[src/rtl/axi_burst_beat_checker.sv]
// AXI4 burst beat monitor: pairs AW lengths with completed W bursts, checks R LAST
// placement, and tracks outstanding/completed bursts. Purely observes the bus.

module axi_bbc_len_fifo #(
    parameter int WIDTH = 8,
    parameter int DEPTH = 8
) (
    input  logic             clk,
    input  logic             rst,
    input  logic             push,
    input  logic             pop,
    input  logic [WIDTH-1:0] din,
    output logic [WIDTH-1:0] head,
    output logic             empty,
    output logic             ovf
);
    localparam int PW = $clog2(DEPTH);
    localparam int CW = PW + 1;

    logic [WIDTH-1:0] mem_r [DEPTH];
    logic [PW-1:0]    wr_ptr_r;
    logic [PW-1:0]    rd_ptr_r;
    logic [CW-1:0]    count_r;
    logic             full_s;
    logic             do_push_s;
    logic             do_pop_s;

    assign empty     = (count_r == '0);
    assign full_s    = (count_r == CW'(DEPTH));
    assign head      = mem_r[rd_ptr_r];
    assign do_pop_s  = pop && !empty;
    // a same-cycle pop frees a slot, so a push into a full FIFO still lands
    assign do_push_s = push && (!full_s || do_pop_s);
    assign ovf       = push && !do_push_s;

    // pointer and occupancy tracking
    always_ff @(posedge clk or posedge rst) begin
        if (rst) begin
            wr_ptr_r <= '0;
            rd_ptr_r <= '0;
            count_r  <= '0;
        end else begin
            if (do_push_s) begin
                wr_ptr_r <= wr_ptr_r + PW'(1);
            end
            if (do_pop_s) begin
                rd_ptr_r <= rd_ptr_r + PW'(1);
            end
            case ({do_push_s, do_pop_s})
                2'b10:   count_r <= count_r + CW'(1);
                2'b01:   count_r <= count_r - CW'(1);
                default: count_r <= count_r;
            endcase
        end
    end

    // length storage; contents are don't-care while empty
    always_ff @(posedge clk) begin
        if (do_push_s) begin
            mem_r[wr_ptr_r] <= din;
        end
    end
endmodule

[config.mk]
export PLATFORM = sky130hd
export DESIGN_NAME = axi_bbc_len_fifo
export DESIGN_NICKNAME = d
export VERILOG_FILES = /design/src/rtl/axi_burst_beat_checker.sv
export SDC_FILE = /design/constraint.sdc
export NUM_CORES = 1
export LEC_CHECK = 0
export ABC_AREA = 1
export CORE_AREA = 5 5 78 98
export CTS_BUF_LIST = sky130_fd_sc_hd__clkbuf_4 sky130_fd_sc_hd__clkbuf_8
export CTS_CLUSTER_DIAMETER = 30
export DETAILED_ROUTE_END_ITERATION = 10
export DIE_AREA = 0 0 83 103
export PLACE_DENSITY = 0.73
export SETUP_SLACK_MARGIN = 0.5
export SLEW_MARGIN = 20
export SYNTH_ARGS = -nofsm -noshare
export SYNTH_HDL_FRONTEND = slang
export SYNTH_SLANG_ARGS = --single-unit
export TNS_END_PERCENT = 50
[constraint.sdc]
create_clock -name clk -period 1.9 [get_ports clk]
set_input_delay 0.38 -clock clk [delete_from_list [all_inputs] [get_ports clk]]
set_output_delay 0.38 -clock clk [all_outputs]
set_load 0.05 [all_outputs]
---- After elaboration in Yosys (flattened, before gate mapping) ----
Memory sizes are Yosys's and may differ from the RTL's.
Index checks and enable logic that the tools add are counted.
operators by class
  reductions and logical operators ........ 9
  equality and inequality tests ........... 3
  mux-type cells .......................... 3
  $add $sub $neg .......................... 4
operators with widths
  operator                                                             count
  4-bit one-hot mux with 2 select lines                                1
  3-bit by 1-bit adder with 3-bit output (second input constant)       2
  4-bit by 1-bit adder with 4-bit output (second input constant)       1
  4-bit == test (second input constant)                                1
  4-bit logical NOT                                                    1
  4-bit by 1-bit subtractor with 4-bit output (second input constant)  1
  1-bit logical AND                                                    3
  1-bit logical NOT                                                    3
  2-bit by 1-bit == test with 1-bit output (second input constant)     1
  2-bit == test (second input constant)                                1
  1-bit 2-to-1 mux                                                     2
  2-bit nonzero test                                                   1
  1-bit logical OR                                                     1
word-level totals
  bits of input ports ..................... 12
  logic and storage cells ................. 23
  memories ................................ 1
  bits in writable memories ............... 64
  register bits after elaboration ......... 10
  output and inout bits ................... 10
memory list
  name   words  width  read ports  clocked after Yosys merged registers in  write ports  line  source
  mem_r  8      8      1           0                                        1            20    logic [WIDTH-1:0] mem_r [DEPTH];

---- Depth between registers and ports, before layout ----
  word-level depth ........................ 7
  gate-level depth with buffers ........... 13
  depth with buffers taken out ............ 13

---- Worst setup path before layout ----
No wires, ideal clock.
  kind .................................... flip-flop to output port
  start ................................... register count_r[0]
  end ..................................... output port ovf
  data arrival time ....................... 1.333 ns
  buffers on the path ..................... 0
  cell stages (with the launch flop) ...... 4
  required time ........................... 1.520 ns
  setup slack ............................. 0.187 ns
  cells stage by stage .................... dfrtp_1 nor2_4 nand3_2 nor2_1
between the ends
  word-level cells in the longest chain between the ends .. 7
  elaborated cells on any way between the ends .. 9
  those cells by class .................... eq/ne (1); reduce/logical (8)
RTL lines
  what                    line  source
  start, declared         23    logic [CW-1:0] count_r;
  start signal, assigned  50    2'b10: count_r <= count_r + CW'(1);
  start signal, assigned  51    2'b01: count_r <= count_r - CW'(1);
  start signal, assigned  52    default: count_r <= count_r;
  4-bit logical NOT       28    assign empty = (count_r == '0);
  1-bit logical NOT       31    assign do_pop_s = pop && !empty;
  1-bit logical AND       31
  1-bit logical OR (*)    33    assign do_push_s = push && (!full_s || do_pop_s);
  1-bit logical AND (*)   33
  1-bit logical NOT (*)   34    assign ovf = push && !do_push_s;
  1-bit logical AND (*)   34
  end, declared           15    output logic ovf
Mark *: on every way between the ends. The rest lies on a longest branch, timed or not.

---- Worst setup path after layout ----
  start ................................... register rd_ptr_r[0]
  end ..................................... output port head[0]
between the ends
  word-level cells in the longest chain between the ends .. 1
RTL lines
  what                    line  source
  start, declared         22    logic [PW-1:0] rd_ptr_r;
  start signal, assigned  47    rd_ptr_r <= rd_ptr_r + PW'(1);
  memory 8 x 8 bit        n/a
  end, declared           13    output logic [WIDTH-1:0] head,
Every way passes these cells.

==> results.md <==
* Adder-Cell Fraction of Synth Area at 2.20%
* CTS Sinks at 74
* Initial antenna violation count at 0
* Syn nets at 278
* F_max at 496 MHz
* Die ar. at 0.00855 mm^2
* Global route overflow at 0
* Final WS setup at -0.116 ns
* Worst-margin pin slew at 0.392 ns
* Worst path bufs/invs at 2
* # diodes at 0
* Core area at 0.00672 mm^2
* Post-Syn Instances at around 260
* Via count at 2070
* Area growth, synth to finish at 39.0%
* Crit path from: rd_ptr_r[0]
* Crit path max-delay family: flip-flops
* CTS root buf: clkbuf_8
* Number of global-route vias before repair at 2177
* FF-to-FF Start: count_r[2]
* Multiplexer area fraction after synthesis at 2.86%
* Number of synthesized register bits at 74
* Unique masters post-synth at 29
* Final Hold Fails at 0
* RSZ-0062 raised after global routing: yes
* Mean Syn Cell Area at ~12 um^2
* P_sw at just under 3 mW
* Via density at 5.00
* Slew Limit Fails at 0
* CP cell instances: buf_12 > nor2_1 > nor2_1 > o21ai_1 > o21ai_1 > nand2_1 > nand2_4 > buf_12
* Largest family of logic cells by synthesized area: simple AND/OR/NAND/NOR gates
* CP Depth at 8
* Sequential share of power at 29.6%
* Fillcell total at 506
* Failing checks: setup timing
* # rows at 34
* Final period util at 106%
* Final WL at roughly 6600 um
* Most frequent cells in the layout: 64 x edfxtp_1, 32 x nor2_1, 25 x nand2_1
* Drt pass-1 iters at 4
* WP data arrival at 1.64 ns
* Hold Crit Class: input pin to asynchronous set/reset pin
* P_int at approximately 4.7 mW
* Synthesized area at 0.00319 mm^2
* Max FO, Critical Path at 32
* Final ANT Viol Nets at 0
* Max Clock Skew at 0.00588 ns
* Synth Warn # at 0
* Pwr dens at about 1700 mW/mm^2
* All-layer global routing usage at 16.7%
* R2R Path End: count_r[3]
* Number of max-cap violations at 0
* Inst Count DP at 386
* Clock Power Share at between 10% and 20%
* CTS Buf Count at 9
* Status: complete, but fails checks
* Number of setup violations in the final report at 8
* Largest stage delay, worst path at between 0.4 and 0.5 ns
* Sequential area share after synthesis at between 60 and 70%
* Fin nets at 337
* Worst setup slack for register-to-register paths at 0.14 ns
* CP Class: register to output pin
* Worst-path clk slew at about 0.080 ns
* Worst path required time at 1.52 ns
* I/O pin total at 22
* RD Place Congestion at between 0.8 and 0.9
* Wire per inst at 16.0 um
* Hpwl dp at 4500 um
* Commonest non-fill, non-tap cell in the layout: edfxtp_1
* Worst path slowest cell: dfrtp_2
* Combinational share of power at 51.4%
* CTS tree: done
* Synth Area in Compound Gates at under 10%
* Initial Util at 47.4%
* Layout cells sized above 1 at 37.0%
* CP Launch Type: register
* Final core occ at about two thirds
* Die X at 83 um
* Clk_lat worst skew at 0.34 ns
* Worst Setup End Kind: output pin
* First-pass GRT wire length at 10700 um
* Synth Area in XOR/XNOR at between 1 and 1.5%
* Die height at around 100 um
* H-tree levels at 3
* Peak supply drop at 0.994 mV
* Simple-gate share of the synthesized area at 14.8%
* Power Total at roughly 7.6 mW
* Longest Clk Path Bufs at 2
* Leakage power at between 1.5 and 2 nW
* Drt drc at 0
* Worst slew margin at around 74%
* Port Buffers at 21
* Largest net degree at the start of global routing at 33
* R2R depth at 14
* Final min period at around 2 ns
* DRT iter0 DRCs at 160
* Switching part of the total power at 38.5%
* Hold Buf Count CTS at 0
* Finished Layout Cells at 414
## cell usage after synthesis, drive strengths merged
| library cell | number | area share, % |
|---|---|---|
| mux2i | 8 | 2.5 |
| xnor2 | 1 | 0.27 |
| ha | 4 | 1.6 |
| o22ai | 8 | 1.6 |
| o21ai | 34 | 5.3 |
| or2 | 1 | 0.27 |
| mux2 | 1 | 0.35 |
| nand2 | 46 | 6.3 |
| clkinv | 1 | 0.12 |
| a21oi | 2 | 0.43 |
| buf | 9 | 1.6 |
| edfxtp | 64 | 60 |
| dfrtp | 10 | 7.8 |
| inv | 14 | 1.6 |
| xor2 | 4 | 1.1 |
| nor2 | 45 | 5.8 |
| nand3 | 7 | 2.2 |
| fa | 1 | 0.63 |
| nand4 | 1 | 0.20 |
## routing by layer
metal / routed length, um / up-vias / global-route usage, %
li1: - / 1029 / -
met1: 2720 / 999 / 18.7
met2: 3620 / 32 / 30.2
met3: 171 / 10 / 4.40
met4: 125 / 0 / 7.17
met5: 0 / - / 0
## state kept, by name (all words and copies together) (netlist names)
register	cells
count_r	4
mem_r	64
rd_ptr_r	3
wr_ptr_r	3
## stage by stage
step	hold WS [ns]	TNS (ns)	area (um^2)	setup WS, ns
2_1_floorplan	0.220	0	3330	0.276
3_3_place_gp	0.533	-5.66	3880	-0.139
3_5_place_dp	0.545	-7.16	3880	-0.161
4_1_cts	0.313	-0.940	4350	-0.141
5_1_grt	0.332	-1.73	4430	-0.248
6_report	0.314	-0.802	4430	-0.116
## final cells by class
cell class | count | area [um^2] | share of cell area [%]
Clock buffer | 9 | 124 | 2.79
Clock inverter | 6 | 115 | 2.60
Inverter | 15 | 66.3 | 1.50
Multi-Input combinational cell | 163 | 1150 | 26.1
Sequential cell | 74 | 2180 | 49.1
Tap cell | 90 | 113 | 2.54
Timing Repair Buffer | 57 | 682 | 15.4
## repair_timing
action	CTS	global route
setup buffers	10	3
resized for setup	43	19
pin swaps	19	22
endpoints found under the setup margin	77	80
## power by group through the flow
| stage | clock network (mW) | registers (mW) | logic, mW |
|---|---|---|---|
| floorplan | 0 | 2.24 | 2.26 |
| global placement | 0 | 2.28 | 3.42 |
| detailed placement | 0 | 2.29 | 3.46 |
| CTS | 1.46 | 2.24 | 3.81 |
| global route | 1.53 | 2.27 | 4.20 |
| finish | 1.44 | 2.24 | 3.90 |
## kinds of logic (layout without fill, tap and decap cells)
group                      Yosys count  in the layout
AOI/OAI and AO/OA                   44             44
xor gates and xnor gates             5              5
adders and majority gates            5              5
buffers and inverters               24             87
DFF                                 74             74
muxes                                9              9
and+or+nand+nor                    100            100
## worst max path at each step
| stage | slack [ns] | to |
|---|---|---|
| 2_1_floorplan | 0.28 | count_r[3] |
| 6_report | -0.12 | head[0] |
| 5_1_grt | -0.25 | head[5] |
| 4_1_cts | -0.14 | head[0] |
| 3_3_place_gp | -0.14 | mem_r[2][0] |
| 3_5_place_dp | -0.16 | mem_r[2][0] |
(Power assumes the default switching activity.)
==> variant 1, RTL diff (config.mk and constraints unchanged) <==
Change the parameter `WIDTH` from 8 to 9.
--- a/src/rtl/axi_burst_beat_checker.sv
+++ b/src/rtl/axi_burst_beat_checker.sv
@@ -4,3 +4,3 @@
 module axi_bbc_len_fifo #(
-    parameter int WIDTH = 8,
+    parameter int WIDTH = 9,
     parameter int DEPTH = 8
Interface: changed (resized din and head); port bits go from 22 to 24. No check against the original RTL was run, so the function may have changed too.
==> variant 1 against the original RTL <==
Critical path type unchanged; synthesized area is 10% higher; clock power fell by 17%; sequential cell count rose by 8; the run still ends with setup timing left; routed wire length rose by 34%; first-iteration DRC count rose by 14%; power grew 15%; critical path depth up 1; fmax fell by 4.7%; setup slack got worse by 0.099 ns; final area is 15% higher.
==> variant 1: results (changes against the original RTL) <==
status:
  outcome: "finished with violations"
  violations: "setup timing"
global_route:
  track_usage: 0.211  # +0.0444
  grt_pass1_wl_um: 13300  # +25%
timing:
  hold_ws_ns: 0.293  # -0.0203 ns
  relSlewSlack: 0.707  # -0.0309
  setup_tns_ns: -1.53  # -0.732 ns
  setup_ws_ns: -0.215  # -0.0987 ns
  fin_skew_ns: 0.0185  # +0.0126 ns
  finalSetupViolations: 9  # +1
drt:
  vias: 2522  # +22%
  wl_met3_um: 497  # +190%
  post_drt_wl_per_cell_um: 19.5  # +22%
  wl_met1_um: 3220  # +18%
critical_path:
  reg2reg_from: "count_r[1]"
  crit_end: "head[8]"
power:
  ir_worst_vdd_mv: 1.15  # +16%
place:
  routabilityCongestion: 0.785  # -3.6%
  hpwl_um: 4760  # +5.9%
clock_network:
  post_cts_buffers: 14  # +4
  cts_resized: 88  # +100%
final_layout:
  n_fill_cell: 413  # -18%
  multiInputGateArea_sq_mm: 0.00129  # +12%
  final-clk-cell-share: 0.0375  # -0.0165
  nonClkBufAreaFrac: 0.191  # +0.0369
synth:
  muxShareOfSynthArea: 0.0289  # +0.000238
  synthArstFlopShare: 0.122  # -0.0132
  ys_seq_area_frac: 0.687  # +0.00629
  synth_edf_count: 72  # +13%
  synthAdderAreaFrac: 0.0200  # -0.00201
  synth-compound-area-share: 0.0742  # +0.000791
  ys_types: 32  # +10%
  synth_xor_area_frac: 0.0125  # -0.00125
-- variant 1: cell count changes in the layout (fill, tap and decap cells not counted), moves of 5 or more --
cell      before  now
buf_6         21   30
o21ai_2        0    5
o21ai_1       19   30
o21ai_0       15    3
edfxtp_1      64   72
-- variant 1: kinds of logic (layout without fill, tap and decap cells) --
family / after synthesis / after routing
compound gates: 49 / 49
xor+xnor: 5 / 5
fa+ha+maj: 5 / 5
buf+inv: 26 / 107
flops: 82 / 82
mux: 10 / 10
simple gates: 107 / 107
-- variant 1: stage by stage --
stage | total power [uW] | worst slack, ns | cells
after floorplan | 4930 | 0.276 | 284
after global placement | 6290 | -0.155 | 413
after detailed placement | 6370 | -0.204 | 413
after CTS | 8450 | -0.159 | 448
after global routing | 9100 | -0.317 | 455
final | 8710 | -0.215 | 455
-- variant 1: where the power goes --
group          switching (uW)  internal, uW
combinational            2790          2270
clock                     691           496
sequential                186          2280
==> variant 2, RTL diff (config.mk and constraints unchanged) <==
Made on the original files. One comparison of `count_r` changes from == to >=.
--- a/src/rtl/axi_burst_beat_checker.sv
+++ b/src/rtl/axi_burst_beat_checker.sv
@@ -28,3 +28,3 @@
     assign empty     = (count_r == '0);
-    assign full_s    = (count_r == CW'(DEPTH));
+    assign full_s    = (count_r >= CW'(DEPTH));
     assign head      = mem_r[rd_ptr_r];
Function: same outputs for any inputs over 10 cycles, from zero or initial values and one cycle with rst high; that may be too few to reach the edited logic, so the function may still have changed.
==> variant 2 against the original RTL <==
The run still ends with setup timing left; clock power fell by 22%; register-to-register slack improved by 0.02 ns; first-iteration DRC count shrank 5.6%; setup slack worse by 0.067 ns; sequential cell count unchanged; via count increased by 6.7%; count of clock-buffer cells in the layout grew 1; power hardly changed; synthesized cell count grew 1.5%; synthesized area decreased by 2.4%; final area decreased by 3.9%; routed wire length increased by 14%; worst hold slack improved by 0.014 ns; critical path type unchanged; largest cell class unchanged.
==> variant 2: results (changes against the original RTL) <==
timing:
  finalSetupViolations: 8  # unchanged
  fin_skew_ns: 0.00330  # -0.00258 ns
  setup_tns_ns: -1.08  # -0.275 ns
  setup_ws_ns: -0.183  # -0.0671 ns
  relSlewSlack: 0.723  # -0.0147
power:
  ir_worst_vdd_mv: 0.843  # -15%
  leakage_uw: 0.00159  # -5.2%
clock_network:
  post_cts_buffers: 12  # +2
critical_path:
  reg2regPathDepth: 13  # -1
  r2r_slack_ns: 0.16  # +0.02 ns
  cp_data_arrival_time_ns: 1.70  # +0.06 ns
  crit_end: "head[6]"
  reg2reg_from: "count_r[1]"
synth:
  synth_area_leaders: "edfxtp_1, dfrtp_1, nand2_1, nor2_1, o21ai_0"
  synth_xor_area_frac: 0.0113  # -0.00247
  ys_types: 21  # -28%
  synth-compound-area-share: 0.0869  # +0.0135
  muxShareOfSynthArea: 0  # -0.0286
  synth_fp_nets: 282  # +1.4%
place:
  dpl_worst_slack_ns: -0.0710  # +0.0900 ns
  hpwl_um: 5050  # +12%
drt:
  viasPerCell: 5.32  # +6.5%
  drt-total-wl_um: 7570  # +14%
status:
  outcome: "finished with violations"
  violations: "setup timing"
global_route:
  grt_pass1_vias: 2193  # +0.73%
  grt_max_degree: 18  # -45%
final_layout:
  drive_gt1_frac: 0.338  # -0.0319
==> variant 2: changes by cell type after synthesis, sizes merged, moves of 2 or more <==
cell   change
nand3      +3
mux2i      -8
inv        +2
xor2       -2
o22ai      +8
nand2      +6
==> variant 2: layer usage <==
| metal | wire, um | vias up | global-route usage |
|---|---|---|---|
| li1 | - | 1038 | - |
| met4 | 260 | 0 | 0.0918 |
| met5 | 0 | - | 0 |
| met2 | 4090 | 93 | 0.327 |
| met1 | 2800 | 1059 | 0.207 |
| met3 | 419 | 19 | 0.0456 |
==> variant 2: area by class of cell <==
class	count	area share
sequential	74	0.510
multi-input combinational	165	0.255
timing repair buffer	53	0.145
clock buffer	10	0.0308
tap	90	0.0264
inverter	17	0.0191
clock inverter	6	0.0135
==> variant 2: critical path, stage by stage, from the launching register on <==
cell,delay [ns]
dfrtp_2,0.47
inv_4,0.12
buf_12,0.12
buf_16,0.11
o21ai_2,0.05
o22ai_1,0.15
nand2_1,0.12
nand2_4,0.08
buf_8,0.14
